==> config.mk <==
export PLATFORM = sky130hd
export DESIGN_NAME = wb_byte_master_flat
export DESIGN_NICKNAME = d
export VERILOG_FILES = /design/src/rtl/wb_byte_master_pkg.sv /design/src/rtl/wb_byte_master_if.sv /design/src/rtl/wb_byte_master.sv /design/src/flat_wrapper.sv
export SDC_FILE = /design/constraint.sdc
export NUM_CORES = 1
export LEC_CHECK = 0
export BUFFER_PORTS_ARGS = -buffer_cell sky130_fd_sc_hd__buf_2
export CAP_MARGIN = 10
export CORE_MARGIN = 2
export CORE_UTILIZATION = 35
export CTS_CLUSTER_SIZE = 10
export DETAILED_ROUTE_END_ITERATION = 8
export PLACE_DENSITY_LB_ADDON = 0.05
export SYNTH_ARGS = -nofsm -noshare
export SYNTH_HDL_FRONTEND = slang
export SYNTH_SLANG_ARGS = --single-unit
==> constraint.sdc <==
create_clock -name wb_clk -period 2.1 [get_ports wb_clk]
set_input_delay 0.21 -clock wb_clk [delete_from_list [all_inputs] [get_ports wb_clk]]
set_output_delay 0.21 -clock wb_clk [all_outputs]
set_load 0.02 [all_outputs]
==> src/rtl/wb_byte_master_pkg.sv <==
// Shared opcodes, status codes and FSM state type for the byte-stream Wishbone initiator.
package wb_byte_master_pkg;

    localparam logic [7:0] OP_WRITE   = 8'h57;
    localparam logic [7:0] OP_READ    = 8'h52;

    localparam logic [7:0] ST_ACK     = 8'h00;
    localparam logic [7:0] ST_ERR     = 8'h01;
    localparam logic [7:0] ST_TIMEOUT = 8'h02;
    localparam logic [7:0] ST_RETRY   = 8'h03;
    localparam logic [7:0] ST_BADOP   = 8'hEE;

    typedef enum logic [2:0] {
        S_OP,
        S_ADDR,
        S_DATA,
        S_BUS,
        S_STATUS,
        S_RDATA
    } state_t;

    function automatic logic is_bus_op(input logic [7:0] op);
        return (op == OP_WRITE) || (op == OP_READ);
    endfunction

endpackage

==> src/rtl/wb_byte_master_if.sv <==
// Command stream, response stream and Wishbone master signals of wb_byte_master.
interface wb_byte_master_if;

    logic [7:0]  cmd_data_i;
    logic        cmd_valid_i;
    logic        cmd_ready_o;
    logic [7:0]  rsp_data_o;
    logic        rsp_valid_o;
    logic        rsp_ready_i;

    logic [31:0] wbm_adr_o;
    logic [31:0] wbm_dat_o;
    logic [3:0]  wbm_sel_o;
    logic        wbm_we_o;
    logic        wbm_cyc_o;
    logic        wbm_stb_o;
    logic [2:0]  wbm_cti_o;
    logic [1:0]  wbm_bte_o;
    logic [31:0] wbm_dat_i;
    logic        wbm_ack_i;
    logic        wbm_err_i;
    logic        wbm_rty_i;

    modport master (
        input  cmd_data_i, cmd_valid_i, rsp_ready_i,
        output cmd_ready_o, rsp_data_o, rsp_valid_o,
        output wbm_adr_o, wbm_dat_o, wbm_sel_o, wbm_we_o, wbm_cyc_o, wbm_stb_o,
        output wbm_cti_o, wbm_bte_o,
        input  wbm_dat_i, wbm_ack_i, wbm_err_i, wbm_rty_i
    );

    modport slave (
        output cmd_data_i, cmd_valid_i, rsp_ready_i,
        input  cmd_ready_o, rsp_data_o, rsp_valid_o,
        input  wbm_adr_o, wbm_dat_o, wbm_sel_o, wbm_we_o, wbm_cyc_o, wbm_stb_o,
        input  wbm_cti_o, wbm_bte_o,
        output wbm_dat_i, wbm_ack_i, wbm_err_i, wbm_rty_i
    );

endinterface

==> src/rtl/wb_byte_master.sv <==
// Turns a command byte stream into single classic Wishbone reads/writes and
// returns a status byte (plus 4 data bytes on a successful read).
module wb_byte_master
    import wb_byte_master_pkg::*;
#(
    parameter int TIMEOUT   = 256,
    parameter int MAX_RETRY = 3
) (
    input  logic             wb_clk,
    input  logic             wb_rst_n,
    wb_byte_master_if.master bus,
    output logic             busy_o
);

    localparam int WAIT_W  = $clog2(TIMEOUT);
    localparam int RETRY_W = (MAX_RETRY > 0) ? $clog2(MAX_RETRY + 1) : 1;
    localparam logic [WAIT_W-1:0]  WAIT_LAST   = WAIT_W'(TIMEOUT - 1);
    localparam logic [RETRY_W-1:0] RETRY_LIMIT = RETRY_W'(MAX_RETRY);

    state_t               state_reg;
    logic [31:0]          addr_reg;
    logic [31:0]          data_reg;
    logic [1:0]           byte_cnt_reg;
    logic [WAIT_W-1:0]    wait_cnt_reg;
    logic [RETRY_W-1:0]   retry_cnt_reg;
    logic                 cyc_reg;
    logic                 we_reg;
    logic [7:0]           status_reg;

    logic cmd_fire;
    logic rsp_fire;
    logic last_byte;

    assign cmd_fire  = bus.cmd_valid_i && bus.cmd_ready_o;
    assign rsp_fire  = bus.rsp_valid_o && bus.rsp_ready_i;
    assign last_byte = (byte_cnt_reg == 2'd3);

    always_ff @(posedge wb_clk) begin
        if (!wb_rst_n) begin
            state_reg     <= S_OP;
            addr_reg      <= '0;
            data_reg      <= '0;
            byte_cnt_reg  <= '0;
            wait_cnt_reg  <= '0;
            retry_cnt_reg <= '0;
            cyc_reg       <= 1'b0;
            we_reg        <= 1'b0;
            status_reg    <= '0;
        end else begin
            case (state_reg)
                S_OP: begin
                    if (cmd_fire) begin
                        byte_cnt_reg  <= '0;
                        wait_cnt_reg  <= '0;
                        retry_cnt_reg <= '0;
                        if (is_bus_op(bus.cmd_data_i)) begin
                            we_reg    <= (bus.cmd_data_i == OP_WRITE);
                            state_reg <= S_ADDR;
                        end else begin
                            we_reg     <= 1'b0;
                            status_reg <= ST_BADOP;
                            state_reg  <= S_STATUS;
                        end
                    end
                end
                S_ADDR: begin
                    if (cmd_fire) begin
                        addr_reg     <= {addr_reg[23:0], bus.cmd_data_i};
                        byte_cnt_reg <= byte_cnt_reg + 2'd1;
                        if (last_byte) begin
                            if (we_reg) begin
                                state_reg <= S_DATA;
                            end else begin
                                state_reg <= S_BUS;
                                cyc_reg   <= 1'b1;
                            end
                        end
                    end
                end
                S_DATA: begin
                    if (cmd_fire) begin
                        data_reg     <= {data_reg[23:0], bus.cmd_data_i};
                        byte_cnt_reg <= byte_cnt_reg + 2'd1;
                        if (last_byte) begin
                            state_reg <= S_BUS;
                            cyc_reg   <= 1'b1;
                        end
                    end
                end
                S_BUS: begin
                    // cyc low inside BUS is the single idle cycle between retry attempts
                    if (!cyc_reg) begin
                        cyc_reg <= 1'b1;
                    end else if (bus.wbm_err_i) begin
                        cyc_reg    <= 1'b0;
                        status_reg <= ST_ERR;
                        state_reg  <= S_STATUS;
                    end else if (bus.wbm_ack_i) begin
                        cyc_reg    <= 1'b0;
                        status_reg <= ST_ACK;
                        state_reg  <= S_STATUS;
                        if (!we_reg) begin
                            data_reg <= bus.wbm_dat_i;
                        end
                    end else if (bus.wbm_rty_i) begin
                        cyc_reg <= 1'b0;
                        if (retry_cnt_reg < RETRY_LIMIT) begin
                            retry_cnt_reg <= retry_cnt_reg + RETRY_W'(1);
                            wait_cnt_reg  <= '0;
                        end else begin
                            status_reg <= ST_RETRY;
                            state_reg  <= S_STATUS;
                        end
                    end else if (wait_cnt_reg == WAIT_LAST) begin
                        cyc_reg    <= 1'b0;
                        status_reg <= ST_TIMEOUT;
                        state_reg  <= S_STATUS;
                    end else begin
                        wait_cnt_reg <= wait_cnt_reg + WAIT_W'(1);
                    end
                end
                S_STATUS: begin
                    if (rsp_fire) begin
                        byte_cnt_reg <= '0;
                        if (!we_reg && (status_reg == ST_ACK)) begin
                            state_reg <= S_RDATA;
                        end else begin
                            state_reg <= S_OP;
                        end
                    end
                end
                S_RDATA: begin
                    if (rsp_fire) begin
                        data_reg     <= {data_reg[23:0], 8'h00};
                        byte_cnt_reg <= byte_cnt_reg + 2'd1;
                        if (last_byte) begin
                            state_reg <= S_OP;
                        end
                    end
                end
                default: state_reg <= S_OP;
            endcase
        end
    end

    // Stream handshakes come only from registered state; reset masks them to 0.
    assign bus.cmd_ready_o = wb_rst_n &&
                             ((state_reg == S_OP) || (state_reg == S_ADDR) || (state_reg == S_DATA));
    assign bus.rsp_valid_o = wb_rst_n && ((state_reg == S_STATUS) || (state_reg == S_RDATA));
    assign bus.rsp_data_o  = !bus.rsp_valid_o         ? 8'h00 :
                             (state_reg == S_STATUS)  ? status_reg : data_reg[31:24];
    assign busy_o          = wb_rst_n && (state_reg != S_OP);

    assign bus.wbm_adr_o = {addr_reg[31:2], 2'b00};
    assign bus.wbm_dat_o = data_reg;
    assign bus.wbm_sel_o = cyc_reg ? 4'hF : 4'h0;
    assign bus.wbm_we_o  = we_reg && cyc_reg;
    assign bus.wbm_cyc_o = cyc_reg;
    assign bus.wbm_stb_o = cyc_reg;
    assign bus.wbm_cti_o = 3'b000;
    assign bus.wbm_bte_o = 2'b00;

endmodule

==> src/flat_wrapper.sv <==
// flat-port wrapper written by rule: the top's interface ports become plain ports
module wb_byte_master_flat import wb_byte_master_pkg::*;
#(
    parameter int TIMEOUT   = 256,
    parameter int MAX_RETRY = 3
)
  (wb_clk, wb_rst_n, busy_o, bus_cmd_data_i, bus_cmd_valid_i, bus_rsp_ready_i, bus_cmd_ready_o, bus_rsp_data_o, bus_rsp_valid_o, bus_wbm_adr_o, bus_wbm_dat_o, bus_wbm_sel_o, bus_wbm_we_o, bus_wbm_cyc_o, bus_wbm_stb_o, bus_wbm_cti_o, bus_wbm_bte_o, bus_wbm_dat_i, bus_wbm_ack_i, bus_wbm_err_i, bus_wbm_rty_i);
  wb_byte_master_if bus_i ();
  input  logic wb_clk;
  input  logic wb_rst_n;
  output logic busy_o;
  input wire logic [$bits(bus_i.cmd_data_i)-1:0] bus_cmd_data_i;
  input wire logic [$bits(bus_i.cmd_valid_i)-1:0] bus_cmd_valid_i;
  input wire logic [$bits(bus_i.rsp_ready_i)-1:0] bus_rsp_ready_i;
  output wire logic [$bits(bus_i.cmd_ready_o)-1:0] bus_cmd_ready_o;
  output wire logic [$bits(bus_i.rsp_data_o)-1:0] bus_rsp_data_o;
  output wire logic [$bits(bus_i.rsp_valid_o)-1:0] bus_rsp_valid_o;
  output wire logic [$bits(bus_i.wbm_adr_o)-1:0] bus_wbm_adr_o;
  output wire logic [$bits(bus_i.wbm_dat_o)-1:0] bus_wbm_dat_o;
  output wire logic [$bits(bus_i.wbm_sel_o)-1:0] bus_wbm_sel_o;
  output wire logic [$bits(bus_i.wbm_we_o)-1:0] bus_wbm_we_o;
  output wire logic [$bits(bus_i.wbm_cyc_o)-1:0] bus_wbm_cyc_o;
  output wire logic [$bits(bus_i.wbm_stb_o)-1:0] bus_wbm_stb_o;
  output wire logic [$bits(bus_i.wbm_cti_o)-1:0] bus_wbm_cti_o;
  output wire logic [$bits(bus_i.wbm_bte_o)-1:0] bus_wbm_bte_o;
  input wire logic [$bits(bus_i.wbm_dat_i)-1:0] bus_wbm_dat_i;
  input wire logic [$bits(bus_i.wbm_ack_i)-1:0] bus_wbm_ack_i;
  input wire logic [$bits(bus_i.wbm_err_i)-1:0] bus_wbm_err_i;
  input wire logic [$bits(bus_i.wbm_rty_i)-1:0] bus_wbm_rty_i;
  assign bus_i.cmd_data_i = bus_cmd_data_i;
  assign bus_i.cmd_valid_i = bus_cmd_valid_i;
  assign bus_i.rsp_ready_i = bus_rsp_ready_i;
  assign bus_cmd_ready_o = bus_i.cmd_ready_o;
  assign bus_rsp_data_o = bus_i.rsp_data_o;
  assign bus_rsp_valid_o = bus_i.rsp_valid_o;
  assign bus_wbm_adr_o = bus_i.wbm_adr_o;
  assign bus_wbm_dat_o = bus_i.wbm_dat_o;
  assign bus_wbm_sel_o = bus_i.wbm_sel_o;
  assign bus_wbm_we_o = bus_i.wbm_we_o;
  assign bus_wbm_cyc_o = bus_i.wbm_cyc_o;
  assign bus_wbm_stb_o = bus_i.wbm_stb_o;
  assign bus_wbm_cti_o = bus_i.wbm_cti_o;
  assign bus_wbm_bte_o = bus_i.wbm_bte_o;
  assign bus_i.wbm_dat_i = bus_wbm_dat_i;
  assign bus_i.wbm_ack_i = bus_wbm_ack_i;
  assign bus_i.wbm_err_i = bus_wbm_err_i;
  assign bus_i.wbm_rty_i = bus_wbm_rty_i;
  wb_byte_master #(.TIMEOUT(TIMEOUT), .MAX_RETRY(MAX_RETRY)) u_core (.wb_clk(wb_clk), .wb_rst_n(wb_rst_n), .bus(bus_i), .busy_o(busy_o));
endmodule
==> After elaboration in Yosys (flattened, before gate mapping) <==
Index checks and enable logic that the tools add are counted.
{ "totals": {"register_bits": 89, "inputBits": 47, "output_inout_bits": 87, "word_cells": 141} }
{ "op_classes": {"addsub": 3, "order_cmp": 1, "eq_ne": 31, "n_mux": 68, "n_reduce_logical": 29} }
{ "ops": {"columns": ["cell", "count"], "rows": [
  ["two-way mux 32 bit", 6],
  ["two-way mux 8 bit", 17],
  ["one-hot mux 32 bit (3 select lines)", 1],
  ["two-way mux 3 bit", 16],
  ["one-hot mux 8 bit (2 select lines)", 2],
  ["!= test 2 x 1 -> 1 bit (second input constant)", 11],
  ["AND reduction 7 bit", 3],
  ["two-way mux 2 bit", 9],
  ["one-hot mux 3 bit (6 select lines)", 1],
  ["equality test 8 x 7 -> 1 bit (second input constant)", 2],
  ["!= test 2 bit (second input constant)", 7],
  ["two-way mux 1 bit", 12],
  ["AND reduction 6 bit", 2],
  ["AND reduction 11 bit", 1],
  ["nonzero test 3 bit", 3],
  ["adder 8 x 1 -> 8 bit (second input constant)", 1],
  ["equality test 8 bit (second input constant)", 1],
  ["logical NOT 8 bit", 1],
  ["one-hot mux 2 bit (4 select lines)", 1],
  ["logical AND 1 bit", 7],
  ["equality test 3 x 2 -> 1 bit (second input constant)", 2],
  ["equality test 3 bit (second input constant)", 2],
  ["!= test 5 x 4 -> 1 bit (second input constant)", 1],
  ["!= test 5 bit (second input constant)", 1],
  ["other kinds (17)", 22]
]} }

==> Depth between registers and ports, before layout <==
Gate-level depths: netlist (run 1).
{ "depth": {"depth_word": 7, "ltp_mapped": 8, "mapped_depth_nobuf": 5} }

==> Worst setup path before layout (run 1) <==
Ideal clock, no wire load.
{ "synth_path": {"kind": "flip-flop to output port", "startpoint": "register u_core.state_reg[0]", "endpoint": "output bus_rsp_data_o[4]", "arrival_time_ns": 1.695, "required_time_ns": 1.890, "slack_ns": 0.195, "stages_incl_launch_ff": 5, "path_buffers": 3, "path_cell_list": "dfxtp_1 -> buf_4 -> buf_2 -> buf_1 -> nor4bb_1"} }
{ "synth_via": {"elab_chain_len": 4, "elab_cells_between_ends": 6, "classes_between": "2 x eq/ne; 2 x mux; 2 x reduce/logical"} }
{ "synth_lines": {"columns": ["item", "line", "text"], "rows": [
  ["start, declared", "wb_byte_master.sv:20", "state_t state_reg;"],
  ["start signal, assigned", "wb_byte_master.sv:40", "state_reg <= S_OP;"],
  ["start signal, assigned", "wb_byte_master.sv:58", "state_reg <= S_ADDR;"],
  ["start signal, assigned", "wb_byte_master.sv:62", "state_reg <= S_STATUS;"],
  ["equality test 3 bit (on tied branches)", "wb_byte_master.sv:149, wb_byte_master.sv:151", null],
  ["logical OR 1 bit", "wb_byte_master.sv:149", "assign bus.rsp_valid_o = wb_rst_n && ((state_reg == S_STATUS) || (state_reg == S_RDATA));"],
  ["logical AND 1 bit", "wb_byte_master.sv:149", null],
  ["two-way mux 8 bit *", "wb_byte_master.sv:150", "assign bus.rsp_data_o = !bus.rsp_valid_o ? 8'h00 :"],
  ["end, declared", "flat_wrapper.sv:16", "output wire logic [$bits(bus_i.rsp_data_o)-1:0] bus_rsp_data_o;"]
]} }
Every way passes the cells marked *; elsewhere a longest branch is shown, timed or not.

==> Worst setup path in the final report (run 1) <==
{ "layout_path": {"startpoint": "register u_core.retry_cnt_reg[0]", "endpoint": "register u_core.wait_cnt_reg[6]"} }
{ "layout_via": {"elab_chain_len": 3} }
{ "layout_lines": {"columns": ["item", "line", "text"], "rows": [
  ["start, declared", "wb_byte_master.sv:25", "logic [RETRY_W-1:0] retry_cnt_reg;"],
  ["start signal, assigned", "wb_byte_master.sv:108", "retry_cnt_reg <= retry_cnt_reg + RETRY_W'(1);"],
  ["less-than comparator 2 bit", "wb_byte_master.sv:107", "if (retry_cnt_reg < RETRY_LIMIT) begin"],
  ["!= test 3 x 2 -> 1 bit (no source line)", null, null],
  ["AND reduction 7 bit (no source line)", null, null],
  ["end signal, assigned", "wb_byte_master.sv:119", "wait_cnt_reg <= wait_cnt_reg + WAIT_W'(1);"],
  ["end, declared", "wb_byte_master.sv:24", "logic [WAIT_W-1:0] wait_cnt_reg;"]
]} }
Every way passes these cells.
A chain may end at the register's enable or synchronous reset.

==> impl_metrics.toml, run 1 <==
[sta]
clock.fmax_mhz = 525.6
tns_ns = 0
min_period_over_period = 0.9060
setup_slack_ns = 0.1974
rsz0062_at_grt = "false"
fin_skew_ns = 0.008850
period_needed_ns = 1.903
drv_slew = 0
setup_viol_count_final = 0
finalHoldViolations = 0

[clock_tree]
cts_made_buffers = 9
clock_latency_ns = 0.35
numClockSinks = 84
clock_path_buffers = 2
postCtsSetupRepairBufs = 0
cts_tree = "yes"
cts-root-buf = "clkbuf_16"
clk_pin_slew_ns = 0.07
h-tree-depth = 3

[detailed_routing]
antenna_left = 0
dr.pass1.iters = 4
vias_per_cell = 5.242
dr_total_vias = 4183
drc = 0
drtIter0Drc = 320
detail_route.wl_per_cell_um = 15.53
wirelength_um = 12390

[power_and_ir_drop]
powerDensity_nw_per_um2 = 779.0
irDropWorstVdd_mv = 0.3586
p_leak_nw = 2.089
total_power_w = 0.004178

[min_path]
worstHoldPathType = "in -> reg"

[die]
core_um2 = 12570
fp.dieArea_um2 = 13760
initial_utilization = 0.3574
die_h_um = 117.3
rows = 41
die_w_um = 117.3
io_pins = 134

[worst_setup_path]
path_class = "reg -> reg"
path_cells = "ha_1 > a211oi_4 > a32oi_2 > or4_1 > a21oi_1"
crit_arrival_ns = 2.18
setup.worst_path.end_class = "flop"
critPathMaxFanout = 7
start_kind = "flop"
slowest_delay_ns = 0.54
cp.required_ns = 2.37
slowest_stage = "or4_1"

[logic_synthesis]
yosys_register_bits = 84
yosysWarnings = 0
postSynth.asyncResetShare = 0
synthTopCellsByCount = "nand2_1, a21oi_1, dfxtp_1"
yosysUniqueCellTypes = 61
yosysTopAreaCell = "dfxtp_1"
yosysMostFrequentCell = "nand2_1"
yosys-top-cells-area = "dfxtp_1, a21oi_1, buf_4"
synth_edf_count = 0
synth_seq_area_share = 0.3744
yosys.area.top_type_share = 0.3744
avgSynthCellArea_um2 = 8.272
synth_top_flop_cell = "dfxtp_1"
syn_area_um2 = 4492
syn_inst = 543

[global_routing]
grt-ovfl-total = 0
grt_pass1_vias = 3854
grt_pass1_wl_um = 19910
grt_util_all_layers = 0.1840
antenna_found_initial = 0
grt_max_degree = 56

[placed_design]
hpwlAfterDp_um = 8845
dpl_worst_slack_ns = 0.2281
gp_congestion = 0.8931
place_inst = 782
port_buffers = 126

[cells_and_area]
drive_gt1_frac = 0.2780
final_cells = 798
antenna_cells = 0
fin_util = 0.4268
fill_cells = 1310
fin_nets = 671
area_delta_synth_final_pct = 19.41

[run_status]
status = "finished clean"

[run]
drv_cap = 0
-- final cells by class --
cell class | instances | area [um2] | share of cell area
clock buffers | 10 | 239.0 | 0.04455
repair buffers | 147 | 825.8 | 0.1540
well taps | 172 | 215.2 | 0.04012
multi-input cells | 373 | 2305 | 0.4297
clock inverters | 6 | 75.07 | 0.01400
flip-flops and latches | 84 | 1682 | 0.3135
inverters | 6 | 22.52 | 0.004199
-- power by group --
| part | leakage [nW] | internal, W | total [W] | switching, W |
|---|---|---|---|---|
| Clock | 0.152 | 0.000976 | 0.00168 | 0.000708 |
| Sequential | 0.678 | 0.00165 | 0.00170 | 0.0000542 |
| Combinational | 1.26 | 0.000307 | 0.000796 | 0.000488 |
| Total | 2.09 | 0.00293 | 0.00418 | 0.00125 |
-- critical path, delay by kind of cell, from the launching register on --
family	cells	cell delay [ns]
adders and majority gates	1	0.24
AOI/OAI and AO/OA	3	0.73
DFF	1	0.33
and+or+nand+nor	1	0.54
-- layout by cell type (no fill, tap or decap), types with 9 or more instances in the layout --
cell	n
nand2b_1	12
nand2_1	90
a311oi_1	9
o21ai_0	12
buf_2	126
a22o_1	9
dfxtp_1	84
clkbuf_16	9
mux2i_1	29
buf_4	18
a21oi_1	87
a211oi_1	25
-- kinds of logic after synthesis --
group                    synth area share
AO/OA/AOI/OAI                      0.2465
XOR/XNOR                         0.001950
adder cells (fa/ha/maj)          0.008357
buffers and inverters              0.1214
flip-flops                         0.3744
multiplexers                      0.06462
other                           0.0008349
AND/OR/NAND/NOR                    0.1819
-- path summary, 6_finish.rpt --
kind / startpoint / to / slack (ns) / cells after the start
max: u_core.retry_cnt_reg[0]$_SDFFE_PN0P_ / u_core.wait_cnt_reg[6]$_SDFFE_PN0P_ / 0.20 / 5
min: bus_cmd_data_i[5] / u_core.addr_reg[5]$_SDFFE_PN0P_ / 0.14 / 3
max reg2reg: u_core.retry_cnt_reg[0]$_SDFFE_PN0P_ / u_core.wait_cnt_reg[6]$_SDFFE_PN0P_ / 0.20 / 5
min reg2reg: u_core.addr_reg[24]$_SDFFE_PN0P_ / u_core.addr_reg[24]$_SDFFE_PN0P_ / 0.45 / 2
-- stage by stage --
stage               area (um2)  hold slack [ns]
CTS                       5359           0.1236
finish                    5364           0.1363
global route              5364           0.1320
detailed placement        5045           0.4470
global placement          5045           0.4404
floorplan                 4514           0.3460
-- routing by layer --
metal / vias up / wire (um) / GRT usage
met2: 101 / 5592 / 0.2785
met3: 6 / 647 / 0.05355
met4: 0 / 86 / 0.04471
met1: 2001 / 6066 / 0.2579
li1: 2075 / - / -
met5: - / 0 / 0
-- what timing repair did --
item                                    4_1_cts  5_1_grt
endpoints found under the setup margin        0        5
resized for setup                             0        1
hold buffers                                  0        0
No activity file was read; power rests on OpenSTA's default activity.
==> run 2, diff against run 1 <==
--- a/config.mk
+++ b/config.mk
@@ -6,12 +6,11 @@
 export NUM_CORES = 1
 export LEC_CHECK = 0
 export BUFFER_PORTS_ARGS = -buffer_cell sky130_fd_sc_hd__buf_2
-export CAP_MARGIN = 10
+export CAP_MARGIN = 0
 export CORE_MARGIN = 2
 export CORE_UTILIZATION = 35
 export CTS_CLUSTER_SIZE = 10
 export DETAILED_ROUTE_END_ITERATION = 8
-export PLACE_DENSITY_LB_ADDON = 0.05
 export SYNTH_ARGS = -nofsm -noshare
 export SYNTH_HDL_FRONTEND = slang
 export SYNTH_SLANG_ARGS = --single-unit
==> impl_metrics.toml, run 2 (synthesis gave the netlist of run 1 again) <==
[clock_tree]
postCtsSetupRepairBufs = 0
cts_hold_buf = 0
clock_path_buffers = 2
clock_latency_ns = 0.36
numClockSinks = 84
cts_made_buffers = 9
h-tree-depth = 3
cts_tree = "yes"
cts-root-buf = "clkbuf_16"
cts_resized = 0
clk_pin_slew_ns = 0.07

[cells_and_area]
fin_nets = 672
fin_util = 0.4239
drive_gt1_frac = 0.2775
area_delta_synth_final_pct = 18.61
final_cell_mix = "buf_2, nand2_1, a21oi_1, dfxtp_1, mux2i_1"
fill_cells = 1267
final_common_cell = "buf_2"

[worst_setup_path]
ff2ff_setup_slack_ns = 0.10
start_kind = "flop"
path_class = "reg -> reg"
setup.worst_path.end_class = "flop"
crit_buf_inv = 0
slowest_delay_ns = 0.65
cp.required_ns = 2.38
crit_arrival_ns = 2.28
path_cells = "and3b_2 > a32oi_2 > or4_1 > a21oi_1"
slowest_stage = "dfxtp_1"
crit_family = "simple AND/OR/NAND/NOR gates"
critPathMaxFanout = 15

[run_status]
status = "finished clean"

[die]
core_um2 = 12570
die_h_um = 117.3
rows = 41
die_w_um = 117.3
initial_utilization = 0.3574
io_pins = 134
fp.dieArea_um2 = 13760

[global_routing]
grt_pass1_vias = 3766
grt_util_all_layers = 0.1780
antenna_found_initial = 2
grt-ovfl-total = 0
grt_pass1_wl_um = 19010
grt_max_degree = 37

[min_path]
worstHoldPathType = "in -> reg"

[power_and_ir_drop]
irDropWorstVdd_mv = 0.3400
comb_power_share = 0.184
seq_power_share = 0.412
p_leak_nw = 2.084
internal_power_w = 0.002906
powerDensity_nw_per_um2 = 784.4
switchingPower_w = 0.001273
p_sw_frac = 0.3046
clkPwrFrac = 0.404

[sta]
drv_slew = 0
holdWs_ns = 0.1305
worst_pin_slew_ns = 0.5305
rsz0062_at_grt = "false"
min_period_over_period = 0.9503
setup_viol_count_final = 0
clock.fmax_mhz = 501.1
finalHoldViolations = 0
fin_skew_ns = 0.008029
maxSlewHeadroom = 0.6458
tns_ns = 0
period_needed_ns = 1.996

[detailed_routing]
wirelength_um = 12390
drtIter0Drc = 345
vias_per_cell = 5.253
dr.pass1.iters = 4
detail_route.wl_per_cell_um = 15.49
dr_total_vias = 4202
drc = 0
antenna_left = 0

[run]
drv_cap = 0

[placed_design]
gp_congestion = 0.8270
hpwlAfterDp_um = 9076
port_buffers = 126
-- run 2: cell types whose count changed in the layout (fill, tap and decap cells not counted) --
cell	delta
inv_6	+2
buf_4	+4
nand3_2	-1
buf_12	-3
diode_2	+1
clkinvlp_4	-1
clkbuf_8	-1
nand3_1	+1
-- run 2: worst register-to-register path: cells and delay by family (launching register included) --
kind               cells  cell delay (ns)
and+or+nand+nor        2             0.92
DFF                    1             0.65
AOI/OAI and AO/OA      2             0.35
-- run 2: area by class of cell --
cell class | instances | area, um2 | share of cell area
Antenna cell | 1 | 2.502 | 0.0004697
Inverter | 6 | 22.52 | 0.004227
Timing Repair Buffer | 148 | 795.8 | 0.1494
Tap cell | 172 | 215.2 | 0.04039
Sequential cell | 84 | 1682 | 0.3156
Clock inverter | 7 | 85.08 | 0.01597
Clock buffer | 9 | 225.2 | 0.04227
Multi-Input combinational cell | 373 | 2300 | 0.4317
-- run 2: final timing paths --
path	startpoint	to	cells after the start
hold / removal	bus_cmd_data_i[6]	u_core.addr_reg[6]$_SDFFE_PN0P_	3
hold reg to reg	u_core.addr_reg[0]$_SDFFE_PN0P_	u_core.addr_reg[8]$_SDFFE_PN0P_	2
setup / recovery	u_core.state_reg[0]$_SDFFE_PN0P_	u_core.wait_cnt_reg[6]$_SDFFE_PN0P_	4
setup reg to reg	u_core.state_reg[0]$_SDFFE_PN0P_	u_core.wait_cnt_reg[6]$_SDFFE_PN0P_	4
-- run 2: metrics by stage --
stage	worst slack (ns)	cell area, um2	instances	power (W)
after global placement	0.2452	5015	783	0.002515
final	0.1043	5328	800	0.004179
after detailed placement	0.1957	5015	783	0.002522
after global routing	0.002844	5325	799	0.004381
after floorplan	0.1948	4514	549	0.002295
after CTS	0.1479	5325	799	0.004222
-- run 2: power groups by stage --
stage	Sequential, W	Combinational [W]	Clock [W]
after floorplan	0.00174	0.000559	0
after global placement	0.00175	0.000761	0
after detailed placement	0.00176	0.000766	0
after CTS	0.00172	0.000769	0.00173
after global routing	0.00173	0.000853	0.00180
final	0.00172	0.000768	0.00169
-- run 2: routing by layer --
layer | up-vias | part of all wire | wire length [um] | track usage
met2 | 159 | 0.46 | 5687 | 0.2808
met3 | 19 | 0.073 | 899 | 0.05973
li1 | 2081 | - | - | -
met1 | 1941 | 0.45 | 5535 | 0.2259
met4 | 2 | 0.021 | 257 | 0.06667
met5 | - | 0.00089 | 11 | 0
